File: src/rtl/instruction_fetch_unit_pkg.sv
// instruction_fetch_unit_pkg: shared state encoding, default widths, halt word and memory read/write codes
package instruction_fetch_unit_pkg;
  localparam int DEF_ADDR_WIDTH = 12;
  localparam int DEF_DATA_WIDTH = 19;
  localparam logic [DEF_DATA_WIDTH-1:0] DEF_HALT_WORD = 19'h7FFFF;
  localparam logic RW_WRITE = 1'b1;
  localparam logic RW_READ = 1'b0;
  typedef enum logic [1:0] {LOAD = 2'b00, RUN = 2'b01, HALT = 2'b10} state_t;
endpackage

File: src/rtl/instruction_fetch_unit_fetch_next_pc.sv
// fetch_next_pc: next-PC mux (jump > branch > pc+1); ports pc, branch_taken, branch_offset, jump, jump_target -> next_pc, pc_plus1
module fetch_next_pc
  import instruction_fetch_unit_pkg::*;
#(
  parameter int ADDR_WIDTH = DEF_ADDR_WIDTH
) (
  input  logic [ADDR_WIDTH-1:0] pc,
  input  logic                  branch_taken,
  input  logic [ADDR_WIDTH-1:0] branch_offset,
  input  logic                  jump,
  input  logic [ADDR_WIDTH-1:0] jump_target,
  output logic [ADDR_WIDTH-1:0] next_pc,
  output logic [ADDR_WIDTH-1:0] pc_plus1
);
  assign pc_plus1 = pc + ADDR_WIDTH'(1);
  assign next_pc = jump ? jump_target : branch_taken ? pc_plus1 + branch_offset : pc_plus1;
endmodule

File: src/rtl/instruction_fetch_unit.sv
// instruction_fetch_unit: LOAD streams load_* words into imem, RUN fetches at pc to decode (instruction/pc/pc_plus1/instr_valid), HALT on halt word (halted); controls stall/branch/jump
module instruction_fetch_unit
  import instruction_fetch_unit_pkg::*;
#(
  parameter int ADDR_WIDTH = DEF_ADDR_WIDTH,
  parameter int DATA_WIDTH = DEF_DATA_WIDTH,
  parameter logic [ADDR_WIDTH-1:0] START_PC = '0,
  parameter logic [DATA_WIDTH-1:0] HALT_WORD = DEF_HALT_WORD
) (
  input  logic                  clk,
  input  logic                  rst_n,
  input  logic                  load_valid,
  input  logic [DATA_WIDTH-1:0] load_data,
  input  logic                  load_last,
  output logic                  load_ready,
  input  logic                  stall,
  input  logic                  branch_taken,
  input  logic [ADDR_WIDTH-1:0] branch_offset,
  input  logic                  jump,
  input  logic [ADDR_WIDTH-1:0] jump_target,
  output logic [ADDR_WIDTH-1:0] imem_address,
  output logic [DATA_WIDTH-1:0] imem_data,
  output logic                  imem_read_write,
  input  logic [DATA_WIDTH-1:0] imem_instruction,
  output logic [DATA_WIDTH-1:0] instruction,
  output logic [ADDR_WIDTH-1:0] pc,
  output logic [ADDR_WIDTH-1:0] pc_plus1,
  output logic                  instr_valid,
  output logic                  halted
);
  state_t state;
  logic [ADDR_WIDTH-1:0] load_addr, next_pc;
  fetch_next_pc #(.ADDR_WIDTH(ADDR_WIDTH)) u_next_pc (
    .pc(pc),
    .branch_taken(branch_taken),
    .branch_offset(branch_offset),
    .jump(jump),
    .jump_target(jump_target),
    .next_pc(next_pc),
    .pc_plus1(pc_plus1)
  );
  assign load_ready = state == LOAD;
  assign imem_address = state == LOAD ? load_addr : pc;
  assign imem_data = state == LOAD ? load_data : '0;
  assign imem_read_write = (state == LOAD && load_valid) ? RW_WRITE : RW_READ;
  assign instruction = state == RUN ? imem_instruction : '0;
  assign instr_valid = state == RUN && !stall;
  assign halted = state == HALT;
  always_ff @(posedge clk) begin
    if (!rst_n) begin
      state <= LOAD;
      load_addr <= '0;
      pc <= START_PC;
    end else begin
      case (state)
        LOAD: if (load_valid) begin
          load_addr <= load_addr + ADDR_WIDTH'(1);
          if (load_last || &load_addr) begin
            state <= RUN;
            load_addr <= '0;
            pc <= START_PC;
          end
        end
        RUN: if (!stall) begin
          if (imem_instruction == HALT_WORD) state <= HALT;
          else pc <= next_pc;
        end
        HALT: state <= HALT;
        default: begin
          state <= LOAD;
          load_addr <= '0;
          pc <= START_PC;
        end
      endcase
    end
  end
endmodule

File: config.mk
export PLATFORM = sky130hd
export DESIGN_NAME = instruction_fetch_unit
export DESIGN_NICKNAME = d
export VERILOG_FILES = /design/src/rtl/instruction_fetch_unit_pkg.sv /design/src/rtl/instruction_fetch_unit_fetch_next_pc.sv /design/src/rtl/instruction_fetch_unit.sv
export SDC_FILE = /design/constraint.sdc
export NUM_CORES = 1
export LEC_CHECK = 0
export BUFFER_PORTS_ARGS = -buffer_cell sky130_fd_sc_hd__buf_4
export CORE_ASPECT_RATIO = 1.1
export CORE_MARGIN = 2
export CORE_UTILIZATION = 45
export DETAILED_ROUTE_END_ITERATION = 16
export PLACE_DENSITY = 0.79
export SYNTH_ARGS = -nofsm -noshare
export SYNTH_HDL_FRONTEND = slang
export SYNTH_HIERARCHICAL = 1
export SYNTH_SLANG_ARGS = --single-unit
export TNS_END_PERCENT = 50
File: constraint.sdc
create_clock -name clk -period 6.1 [get_ports clk]
set_input_delay 1.22 -clock clk [delete_from_list [all_inputs] [get_ports clk]]
set_output_delay 1.22 -clock clk [all_outputs]
set_load 0.03 [all_outputs]
==> out/metrics.json, run 1 <==
{
  "report.final.slew_viol_count": 0,
  "synth-async-reset-ratio_pct": 0,
  "drt_pre_antenna_iters": 4,
  "post_cts_gate_resize_count": 0,
  "cts-buffers-inserted": 3,
  "routabilityCongestion": 0.909,
  "postLayoutCellArea_mm2": 0.00378,
  "clkLatencyLatePin_ns": 0.27,
  "grt_antenna_before_repair": 0,
  "final_util_pct": 69.2,
  "cp-end-kind": "output pin",
  "antenna_left": 0,
  "post_synthesis_average_cell_area_um2": 7.72,
  "p_int_w": 0.000590,
  "share_seq_of_total_power_pct": 17.8,
  "rsz0062_at_grt": "no",
  "fin_total_pwr_w": 0.00116,
  "tritoncts": "built",
  "yosys_warnings": 6,
  "net-switching-power_w": 0.000568,
  "synth_seq_area_share_pct": 20.1,
  "fmaxAchievable_ghz": 0.290,
  "cap_violations": 0,
  "numClockSinks": 26,
  "yosys_register_bits": 26,
  "clk_pin_slew_ns": 0.09,
  "power_per_cell_area_mw_per_mm2": 306,
  "drt_first_iter_violations": 112,
  "cts.repair_timing.setup_buffer_count": 0,
  "layout.nets": 561,
  "crit_type": "reg2out",
  "timing.critical_path.required_ns": 4.88,
  "synthTopCellsByArea": "dfxtp_1, and2_1, ha_1",
  "antenna-diode-count": 0,
  "timing.critical_path.arrival_ns": 2.23,
  "tightestPinTransition_ns": 1.13,
  "total_leakage_power_nw": 1.81,
  "numPortBuffers": 146,
  "finalClockSkew_ns": 0.0130,
  "synth-edff-count": 0,
  "clkPwrFrac_pct": 12.0,
  "synth_area_mm2": 0.00258,
  "report.final.hold_viol_count": 0,
  "critPathLaunchType": "register",
  "via_per_inst": 5.22,
  "synth_flop_type": "dfxtp_1",
  "max-slew-margin-rel_pct": 24.5,
  "htree_levels": 1,
  "dpl-instance-area_mm2": 0.00371,
  "dieWidth_um": 76.3,
  "starting_density_pct": 47.3,
  "pin_count_of_the_biggest_net_entering_global_routing": 37,
  "layout_cells_sized_above_1_pct": 37.6,
  "wirelength_um": 7970,
  "place_inst": 542,
  "clock_path_buffers": 2,
  "min-delay-path-class": "reg2reg",
  "ioPinCount": 147,
  "core_area_mm2": 0.00547,
  "cts-hold-fix-buffers": 0,
  "run_status": "complete, no violations",
  "synth.largest_area_cell": "dfxtp_1",
  "synth_cell_type_count": 49,
  "detail_route.wl_per_cell_um": 14.6,
  "num_vias": 2850,
  "synth_most_common_cell": "nand2_1",
  "syn2layout_area_growth_pct": 46.3,
  "share_of_total_power_in_combinational_logic_pct": 70.2,
  "dpl.hpwl_um": 6420,
  "setup_violations": 0,
  "cts-root-buf": "clkbuf_8",
  "fin_crit_ns": 3.45,
  "worst-r2r-cell-count": 12,
  "period_share_pct": 56.6,
  "fp.dieH_um": 83.5,
  "grt_use_total_pct": 24.1,
  "final.setup.tns_ns": 0,
  "synth_fp_nets": 424,
  "drcViolationCount": 0,
  "final_cell_count_no_fill": 546,
  "dieArea_mm2": 0.00637,
  "grt-ovfl-total": 0,
  "hold-path-cell-count": 2,
  "num_rows": 28,
  "area_share_of_the_largest_cell_type_after_synthesis_pct": 20.1,
  "netlist_instances": 335,
  "number_of_global_route_vias_before_repair": 2749,
  "power.switching_fraction_pct": 49.1,
  "peakVddDrop_uv": 325,
  "worst-path-max-fanout": 36,
  "grt_first_pass_wirelength_um": 13200,
  "ys_top_cells_by_count": "nand2_1, and2_1, dfxtp_1"
}
[cell usage in the layout, fill, tap and decap left out, drive strengths merged, types with 13 or more instances in the layout]
cell	instances
a21oi	16
and2	39
buf	146
dfxtp	26
ha	19
mux2	15
nand2	47
nand3	13
nor2	18
o21ai	18
xnor2	15
xor2	13
[flip-flops by register name (all words and copies together) (netlist names)]
signal     flops
pc            12
state          2
load_addr     12
[critical path, stage by stage (launching register included)]
cell and delay (ns):
dfxtp_1 0.34, inv_1 0.08, ha_1 0.91, mux2_2 0.45, buf_4 0.17
[path summary, 6_finish.rpt]
kind / start / to / slack, ns
setup / recovery: state[0] / imem_address[1] / 2.65
hold / removal: state[1] / state[1] / 0.50
setup reg to reg: pc[0] / pc[9] / 2.77
hold reg to reg: state[1] / state[1] / 0.50
[layout make-up]
| type | count | area, um^2 |
|---|---|---|
| multi-input combinational | 286 | 1970 |
| fill | 480 | 1680 |
| timing repair buffer | 146 | 1100 |
| sequential | 26 | 520 |
| tap | 75 | 93.8 |
| clock buffer | 3 | 41.3 |
| inverter | 9 | 33.8 |
| clock inverter | 1 | 30.0 |
[logic make-up (layout without fill, tap and decap cells)]
logic type                 after synthesis  count (layout)  synth area share [%]
buffers and inverters                   23             159                  3.82
adders and majority gates               20              20                  9.97
and+or+nand+nor                        153             153                  31.4
DFF                                     26              26                  20.1
xor gates and xnor gates                28              28                  9.78
AOI/OAI and AO/OA                       65              65                  16.4
muxes                                   20              20                  8.47
[metal layers]
metal	part of all wire, %	up-vias	GRT usage [%]
li1	-	1446	-
met1	44	1314	32.0
met2	49	88	41.8
met3	6.1	2	4.00
met4	0.21	0	3.47
met5	0	-	0
[power by group through the flow]
stage | Combinational (W) | Clock (W) | Sequential [W]
floorplan | 0.000547 | 0 | 0.000217
global placement | 0.000803 | 0 | 0.000210
detailed placement | 0.000811 | 0 | 0.000210
CTS | 0.000814 | 0.000144 | 0.000206
global route | 0.000869 | 0.000149 | 0.000209
finish | 0.000813 | 0.000139 | 0.000206
[through the flow]
step	hold slack, ns	worst slack, ns
finish	0.496	2.65
global route	0.514	2.47
CTS	0.494	2.66
detailed placement	0.477	2.61
global placement	0.466	2.63
floorplan	0.451	2.63
No activity file was read; power rests on OpenSTA's default activity.
==> run 2, diff against run 1 <==
Settings changed: ABC_AREA set to 1, PLACE_DENSITY 0.79 to 0.76.
Clock period 6.1 ns to 3.43 ns, I/O delays scaled along.
==> run 2 against run 1 <==
- sequential power rose by 150%
- largest cell class unchanged
- critical path depth rose by 14
- via count rose by 25%
==> out/metrics.json, run 2 <==
{
  "run_status": "complete, no violations",
  "largestRegisters": "load_addr (12), pc (12), state (2)",
  "cts-root-buf": "clkbuf_8",
  "timing.critical_path.required": {"value": 3.60, "unit": "ns", "change": "-1.28 ns"},
  "hold-path-cell-count": {"value": 2, "change": "unchanged"},
  "setup_violations": {"value": 0, "change": "unchanged"},
  "grt_antenna_before_repair": {"value": 0, "change": "unchanged"},
  "clkLatencyLatePin": {"value": 0.27, "unit": "ns", "change": "about the same"},
  "slowest_cp_cell": "dfxtp_1",
  "worst_slack_on_hold_paths": {"value": 0.509, "unit": "ns", "change": "+0.0129 ns"},
  "period_share_pct": 83.2,
  "post_cts_gate_resize_count": {"value": 0, "change": "unchanged"},
  "timing.critical_path.arrival": {"value": 3.03, "unit": "ns", "change": "+0.80 ns"},
  "worstReg2RegStart": "pc[1]",
  "holdCritStartpoint": "load_addr[9]",
  "fmaxAchievable_ghz": 0.350,
  "ioPinCount": {"value": 147, "change": "unchanged"},
  "routabilityCongestion": {"value": 0.868, "change": "-4.4%"},
  "cp_top_family": "simple AND/OR/NAND/NOR gates",
  "area_share_of_the_largest_cell_type_after_synthesis": {"value": 22.9, "unit": "%", "change": "+2.8 points"},
  "crit_type": "reg2reg",
  "synth_most_common_cell": "nand2_1",
  "cts-buffers-inserted": {"value": 3, "change": "unchanged"},
  "worst-path-max-fanout": {"value": 5, "change": "-86%"},
  "syn2layout_area_growth_pct": 38.6,
  "cap_violations": {"value": 0, "change": "unchanged"},
  "post_synthesis_average_cell_area": {"value": 5.62, "unit": "um^2", "change": "-27%"},
  "critPathLaunchType": "register",
  "via_per_inst": {"value": 4.76, "change": "-8.9%"},
  "setup_ws": {"value": 0.576, "unit": "ns", "change": "-2.07 ns"},
  "cts-hold-fix-buffers": {"value": 0, "change": "unchanged"},
  "synth_area": {"value": 0.00300, "unit": "mm^2", "change": "+16%"},
  "peakVddDrop": {"value": 788, "unit": "uV", "change": "+140%"},
  "fp.dieH": {"value": 89.6, "unit": "um", "change": "+7.3%"},
  "synth_fp_nets": {"value": 623, "change": "+47%"},
  "synth-edff-count": {"value": 0, "change": "unchanged"},
  "numPortBuffers": {"value": 146, "change": "unchanged"},
  "drt_first_iter_violations": {"value": 123, "change": "+9.8%"},
  "clock_path_buffers": {"value": 2, "change": "unchanged"},
  "fin_crit_ns": 2.85,
  "rsz0062_at_grt": "no",
  "min-delay-path-class": "reg2reg",
  "layout_commonest_cell": "nand2_1",
  "dpl.hpwl": {"value": 7410, "unit": "um", "change": "+16%"},
  "yosys_register_bits": {"value": 26, "change": "unchanged"},
  "synth_flop_type": "dfxtp_1",
  "synthTopCellsByArea": "nand2_1, dfxtp_1, inv_1",
  "grt-ovfl-total": {"value": 0, "change": "unchanged"},
  "crit_path_top_cell_by_count": "nand2_1",
  "grt_first_pass_wirelength": {"value": 13800, "unit": "um", "change": "+4.8%"},
  "finalClockSkew": {"value": 0.00383, "unit": "ns", "change": "-0.00917 ns"},
  "final.setup.tns": {"value": 0, "unit": "ns", "change": "unchanged"},
  "cp_cell_sequence": "ha_1 > nand3_4 > o22ai_1 > inv_1 > ha_1 > nand2_1 > nor2_1 > nand3_1 > nand3_1 > nand2_1 > nand3_1 > nand2_1 > nand3_1 > nand2_1 > nand2_1 > inv_1 > nor2_1 > nor2_1",
  "numClockSinks": {"value": 26, "change": "unchanged"},
  "worstReg2RegEnd": "pc[11]",
  "max-slew-margin-rel": {"value": 24.6, "unit": "%", "change": "+0.077 points"},
  "synth.largest_area_cell": "nand2_1",
  "core_area": {"value": 0.00652, "unit": "mm^2", "change": "+19%"},
  "num_vias": {"value": 3562, "change": "+25%"},
  "synth-async-reset-ratio": {"value": 0, "unit": "%", "change": "unchanged"},
  "report.final.slew_viol_count": {"value": 0, "change": "unchanged"},
  "final_cell_mix": "nand2_1, buf_4, inv_1",
  "htree_levels": {"value": 1, "change": "unchanged"},
  "whs_endpoint": "load_addr[9]",
  "dieArea": {"value": 0.00733, "unit": "mm^2", "change": "+15%"},
  "wirelength": {"value": 8850, "unit": "um", "change": "+11%"},
  "tightestPinTransition": {"value": 1.13, "unit": "ns", "change": "-0.00116 ns"},
  "num_rows": {"value": 31, "change": "+11%"},
  "dieWidth": {"value": 81.8, "unit": "um", "change": "+7.3%"},
  "netlist_instances": {"value": 534, "change": "+59%"},
  "drcViolationCount": {"value": 0, "change": "unchanged"},
  "grt_use_total": {"value": 23.3, "unit": "%", "change": "-0.72 points"},
  "number_of_global_route_vias_before_repair": {"value": 3301, "change": "+20%"},
  "critical-path-max-stage-delay": {"value": 0.46, "unit": "ns", "change": "-0.45 ns"},
  "clk_pin_slew": {"value": 0.09, "unit": "ns", "change": "about the same"},
  "report.final.hold_viol_count": {"value": 0, "change": "unchanged"},
  "drt_pre_antenna_iters": {"value": 4, "change": "unchanged"},
  "worst-path-buf-inv": {"value": 2, "change": "unchanged"},
  "synth_seq_area_share": {"value": 17.4, "unit": "%", "change": "-2.8 points"},
  "minimum_setup_slack_among_reg_to_reg_paths": {"value": 0.58, "unit": "ns", "change": "-2.19 ns"},
  "synth_cell_type_count": {"value": 40, "change": "-18%"},
  "layout.nets": {"value": 758, "change": "+35%"},
  "tritoncts": "built",
  "worst-r2r-cell-count": {"value": 18, "change": "+6"},
  "pin_count_of_the_biggest_net_entering_global_routing": {"value": 36, "change": "-2.7%"},
  "layout_cells_sized_above_1": {"value": 26.5, "unit": "%", "change": "-11 points"},
  "placement.setup.worst_slack": {"value": 0.661, "unit": "ns", "change": "-1.95 ns"},
  "antenna-diode-count": {"value": 0, "change": "unchanged"},
  "detail_route.wl_per_cell": {"value": 11.8, "unit": "um", "change": "-19%"},
  "cp-end-kind": "register",
  "power_per_cell_area": {"value": 842, "unit": "mW/mm^2", "change": "+170%"},
  "cts.repair_timing.setup_buffer_count": {"value": 0, "change": "unchanged"},
  "starting_density": {"value": 46.0, "unit": "%", "change": "-1.3 points"},
  "ys_top_cells_by_count": "nand2_1, inv_1, nor2_1",
  "yosys_warnings": {"value": 6, "change": "unchanged"},
  "antenna_left": {"value": 0, "change": "unchanged"},
  "total_leakage_power": {"value": 2.49, "unit": "nW", "change": "+38%"}
}
## run 2: cell types whose count changed in the layout (fill, tap and decap cells not counted), moves of 13 or more
cell,previous run,this run
and2_1,39,0
nand3_1,11,26
nand2_1,47,183
xnor2_1,15,2
inv_1,8,93
nor2_1,18,63
mux2_2,15,0
## run 2: kinds of logic after synthesis
kind of cell / synth area share (%)
buf+inv: 15.2
xor+xnor: 4.88
simple gates: 42.6
flops: 17.4
fa+ha+maj: 8.59
compound gates: 11.4
## run 2: worst max path at each step
| stage | start | endpoint | slack [ns] | cells past startpoint |
|---|---|---|---|---|
| after floorplan | pc[1] | pc[7] | 0.50 | 14 |
| after global placement | pc[1] | pc[11] | 0.70 | 17 |
| after detailed placement | pc[1] | pc[11] | 0.66 | 18 |
| after CTS | pc[1] | pc[11] | 0.64 | 18 |
| after global routing | pc[1] | pc[9] | 0.40 | 20 |
| final | pc[1] | pc[11] | 0.58 | 18 |
## run 2: final cells by class
cell class	instances	area (um^2)
tap	82	103
fill	649	2360
timing repair buffer	147	1100
multi-input combinational	394	2020
sequential	26	520
inverter	97	365
clock buffer	3	41.3
## run 2: worst min-delay path, delay by kind of cell (launching register included)
family | cells | cell delay [ns]
AO/OA/AOI/OAI | 2 | 0.14
flip-flops | 1 | 0.33
## run 2: layer usage
| layer | up-vias | GRT usage, % | wire length (um) |
|---|---|---|---|
| li1 | 1890 | - | - |
| met1 | 1560 | 26.2 | 3710 |
| met2 | 103 | 46.7 | 4520 |
| met3 | 9 | 2.70 | 527 |
| met4 | 0 | 4.70 | 82 |
| met5 | - | 0 | 0 |
## run 2: report_power, final
part           switching [W]  internal (W)  total [W]  leakage [nW]
registers           0.000124      0.000387   0.000512         0.212
clock network      0.0000939     0.0000789   0.000173        0.0216
logic                0.00185      0.000964    0.00281          2.26
## run 2: through the flow
stage                     power, W  cells  area, um^2  util, %
after floorplan            0.00246    534        3000        -
after global placement     0.00329    746        4120     63.2
after detailed placement   0.00332    746        4120     63.2
after CTS                  0.00351    749        4160     63.8
after global routing       0.00379    749        4160     63.8
final                      0.00350    749        4160     63.8
==> run 3, diff against run 2 <==
Settings changed: CORE_UTILIZATION 45 to 43.
Clock period 3.43 ns to 2.4 ns, I/O delays scaled along.
==> run 3 against run 2 <==
- the run now ends with negative setup slack left
- routed wire length increased by 7.8%
- combinational power increased by 70%
- fmax increased by 16%
- non-clock buffer count increased by 27
- design area increased by 14%
- via count increased by 5.3%
- sequential power increased by 49%
- first-iteration DRC count increased by 8.9%
- worst hold slack improved by 0.0030 ns
- core utilization increased by 7.0 points
- power increased by 68%
- critical path type unchanged
- largest power group unchanged
==> out/metrics.json, run 3 (synthesized netlist as in run 2, its figures left out) <==
{
  "grt-ovfl-total": {"value": 0, "change": "unchanged"},
  "cap_violations": {"value": 0, "change": "unchanged"},
  "num_rows": {"value": 31, "change": "unchanged"},
  "syn2layout_area_growth_pct": 57.5,
  "finalClockSkew": {"value": 0.00822, "unit": "ns", "change": "+0.00438 ns"},
  "timing.critical_path.arrival": {"value": 2.63, "unit": "ns", "change": "-0.40 ns"},
  "antenna-diode-count": {"value": 0, "change": "unchanged"},
  "drt_first_iter_violations": {"value": 134, "change": "+8.9%"},
  "report.final.hold_viol_count": {"value": 0, "change": "unchanged"},
  "setup_ws": {"value": -0.0522, "unit": "ns", "change": "-0.628 ns"},
  "crit_path_start": "pc[1]",
  "antenna_left": {"value": 0, "change": "unchanged"},
  "detail_route.wl_per_cell": {"value": 12.3, "unit": "um", "change": "+3.9%"},
  "drcViolationCount": {"value": 0, "change": "unchanged"},
  "final_cell_mix": "buf_4, nand2_1, inv_1",
  "numClockSinks": {"value": 26, "change": "unchanged"},
  "pin_count_of_the_biggest_net_entering_global_routing": {"value": 23, "change": "-36%"},
  "num_vias": {"value": 3750, "change": "+5.3%"},
  "via_per_inst": {"value": 4.83, "change": "+1.5%"},
  "final.setup.tns": {"value": -0.0593, "unit": "ns", "change": "-0.0593 ns"},
  "dieArea": {"value": 0.00766, "unit": "mm^2", "change": "+4.4%"},
  "critical-path-max-stage-delay": {"value": 0.39, "unit": "ns", "change": "-0.07 ns"},
  "core_area": {"value": 0.00667, "unit": "mm^2", "change": "+2.4%"},
  "total_leakage_power": {"value": 2.66, "unit": "nW", "change": "+6.8%"},
  "setup_violations": {"value": 2, "change": "+2"},
  "clk_pin_slew": {"value": 0.09, "unit": "ns", "change": "about the same"},
  "numPortBuffers": {"value": 146, "change": "unchanged"},
  "period_share": {"value": 102, "unit": "%", "change": "+19 points"},
  "drt_pre_antenna_iters": {"value": 4, "change": "unchanged"},
  "cp_cell_sequence": "nand3_4 > nor2_4 > nand2_2 > xor2_2 > inv_2 > ha_4 > nand2_2 > inv_1 > nand2_1 > nand2_2 > a21oi_2 > xor2_1 > nand2_1 > o211ai_1 > nand2_1 > nand2_1 > inv_1 > nor2_1 > nor2_1",
  "largestRegisters": "load_addr (12), pc (12), state (2)",
  "layout.nets": {"value": 785, "change": "+3.6%"},
  "cts-hold-fix-buffers": {"value": 0, "change": "unchanged"},
  "worst_slack_on_hold_paths": {"value": 0.512, "unit": "ns", "change": "+0.00303 ns"},
  "routabilityCongestion": {"value": 0.857, "change": "-1.3%"},
  "worstReg2RegEnd": "pc[7]",
  "critPathLaunchType": "register",
  "max-slew-margin-rel": {"value": 52.1, "unit": "%", "change": "+27 points"},
  "grt_use_total": {"value": 22.9, "unit": "%", "change": "-0.41 points"},
  "slowest_cp_cell": "dfxtp_4",
  "cp-end-kind": "register",
  "report.final.slew_viol_count": {"value": 0, "change": "unchanged"},
  "ioPinCount": {"value": 147, "change": "unchanged"},
  "clock_path_buffers": {"value": 2, "change": "unchanged"},
  "grt_antenna_before_repair": {"value": 0, "change": "unchanged"},
  "worstReg2RegStart": "pc[1]",
  "grt_first_pass_wirelength": {"value": 15000, "unit": "um", "change": "+9.1%"},
  "min-delay-path-class": "reg2reg",
  "dpl.hpwl": {"value": 7500, "unit": "um", "change": "+1.1%"},
  "final_cell_count_no_fill": {"value": 777, "change": "+3.7%"},
  "fp.dieH": {"value": 91.6, "unit": "um", "change": "+2.2%"},
  "rsz0062_at_grt": "yes",
  "crit_path_top_cell_by_count": "nand2_1",
  "worst-r2r-cell-count": {"value": 19, "change": "+1"},
  "peakVddDrop": {"value": 923, "unit": "uV", "change": "+17%"},
  "fmaxAchievable": {"value": 0.408, "unit": "GHz", "change": "+16%"},
  "run_status": "finished with violations",
  "tightestPinTransition": {"value": 0.719, "unit": "ns", "change": "-0.412 ns"},
  "fillers": {"value": 591, "change": "-8.9%"},
  "number_of_global_route_vias_before_repair": {"value": 3535, "change": "+7.1%"},
  "timing.critical_path.required": {"value": 2.57, "unit": "ns", "change": "-1.03 ns"},
  "layout_commonest_cell": "buf_4",
  "power_per_cell_area": {"value": 1240, "unit": "mW/mm^2", "change": "+48%"},
  "crit_type": "reg2reg",
  "clkLatencyLatePin": {"value": 0.27, "unit": "ns", "change": "about the same"},
  "final-seq-area": {"value": 551, "unit": "um^2", "change": "+5.8%"},
  "layout_cells_sized_above_1": {"value": 37.8, "unit": "%", "change": "+11 points"},
  "multi_input_area": {"value": 0.00233, "unit": "mm^2", "change": "+15%"},
  "critPathCapture": "pc[7]",
  "cts-root-buf": "clkbuf_8",
  "cts-buffers-inserted": {"value": 3, "change": "unchanged"},
  "worst-path-max-fanout": {"value": 3, "change": "-2"},
  "tritoncts": "built",
  "dieWidth": {"value": 83.6, "unit": "um", "change": "+2.2%"},
  "minimum_setup_slack_among_reg_to_reg_paths": {"value": -0.05, "unit": "ns", "change": "-0.63 ns"},
  "place_inst": {"value": 761, "change": "+2.0%"},
  "violations_in_the_final_reports": "negative setup slack",
  "wirelength": {"value": 9530, "unit": "um", "change": "+7.8%"},
  "htree_levels": {"value": 1, "change": "unchanged"},
  "starting_density": {"value": 45.0, "unit": "%", "change": "-1.1 points"},
  "fin_crit": {"value": 2.45, "unit": "ns", "change": "-0.402 ns"}
}
[run 3: changes by cell type in the layout (fill, tap and decap cells not counted), sizes merged]
cell / delta
clkbuf: +1
buf: +27
[run 3: repair_timing]
action | 4_1_cts | 5_1_grt
setup buffers | 2 | 10
resized for setup | 4 | 48
setup endpoints to repair | 4 | 11
pin swaps | 4 | 30
[run 3: how the worst min path moves through the flow]
stage,depth (start not counted),start,slack (ns),to
2_1_floorplan,2,load_addr[9],0.47,load_addr[9]
3_3_place_gp,2,load_addr[9],0.48,load_addr[9]
3_5_place_dp,2,load_addr[9],0.50,load_addr[9]
4_1_cts,2,load_addr[9],0.51,load_addr[9]
5_1_grt,2,load_addr[9],0.53,load_addr[9]
6_report,2,load_addr[9],0.51,load_addr[9]
[run 3: where the power goes]
group / switching [W] / internal [W] / total [W] / leakage, nW
Sequential: 0.000169 / 0.000595 / 0.000764 / 0.218
Combinational: 0.00296 / 0.00183 / 0.00479 / 2.41
Clock: 0.000139 / 0.000181 / 0.000320 / 0.0339
[run 3: cell type report]
class | count | share of cell area (%)
timing repair buffer | 174 | 27.7
tap | 82 | 2.17
clock buffer | 4 | 1.40
inverter | 97 | 7.79
multi-input combinational | 394 | 49.3
sequential | 26 | 11.7
[run 3: per-layer routing]
metal  up-vias  track usage, %  wire [um]
met3        18            2.45        548
met4         0            5.38        206
met1      1656            26.8       3910
met5         -               0          0
li1       1949               -          -
met2       127            44.2       4860
[run 3: metrics by stage]
stage / power [W] / instance area, um^2 / util, % / setup WS, ns
global route: 0.00633 / 4720 / 70.8 / -0.312
finish: 0.00588 / 4720 / 70.8 / -0.0522
global placement: 0.00499 / 4310 / 64.6 / -0.0445
detailed placement: 0.00504 / 4310 / 64.6 / -0.0937
CTS: 0.00543 / 4420 / 66.3 / -0.00346
floorplan: 0.00364 / 3080 / - / -0.00669
[run 3: critical path: cells and delay by family (launching register included)]
family	cells	cell delay (ns)
and+or+nand+nor	11	0.94
DFF	1	0.39
xor gates and xnor gates	2	0.39
AOI/OAI and AO/OA	2	0.26
adders and majority gates	1	0.22
buffers and inverters	3	0.16
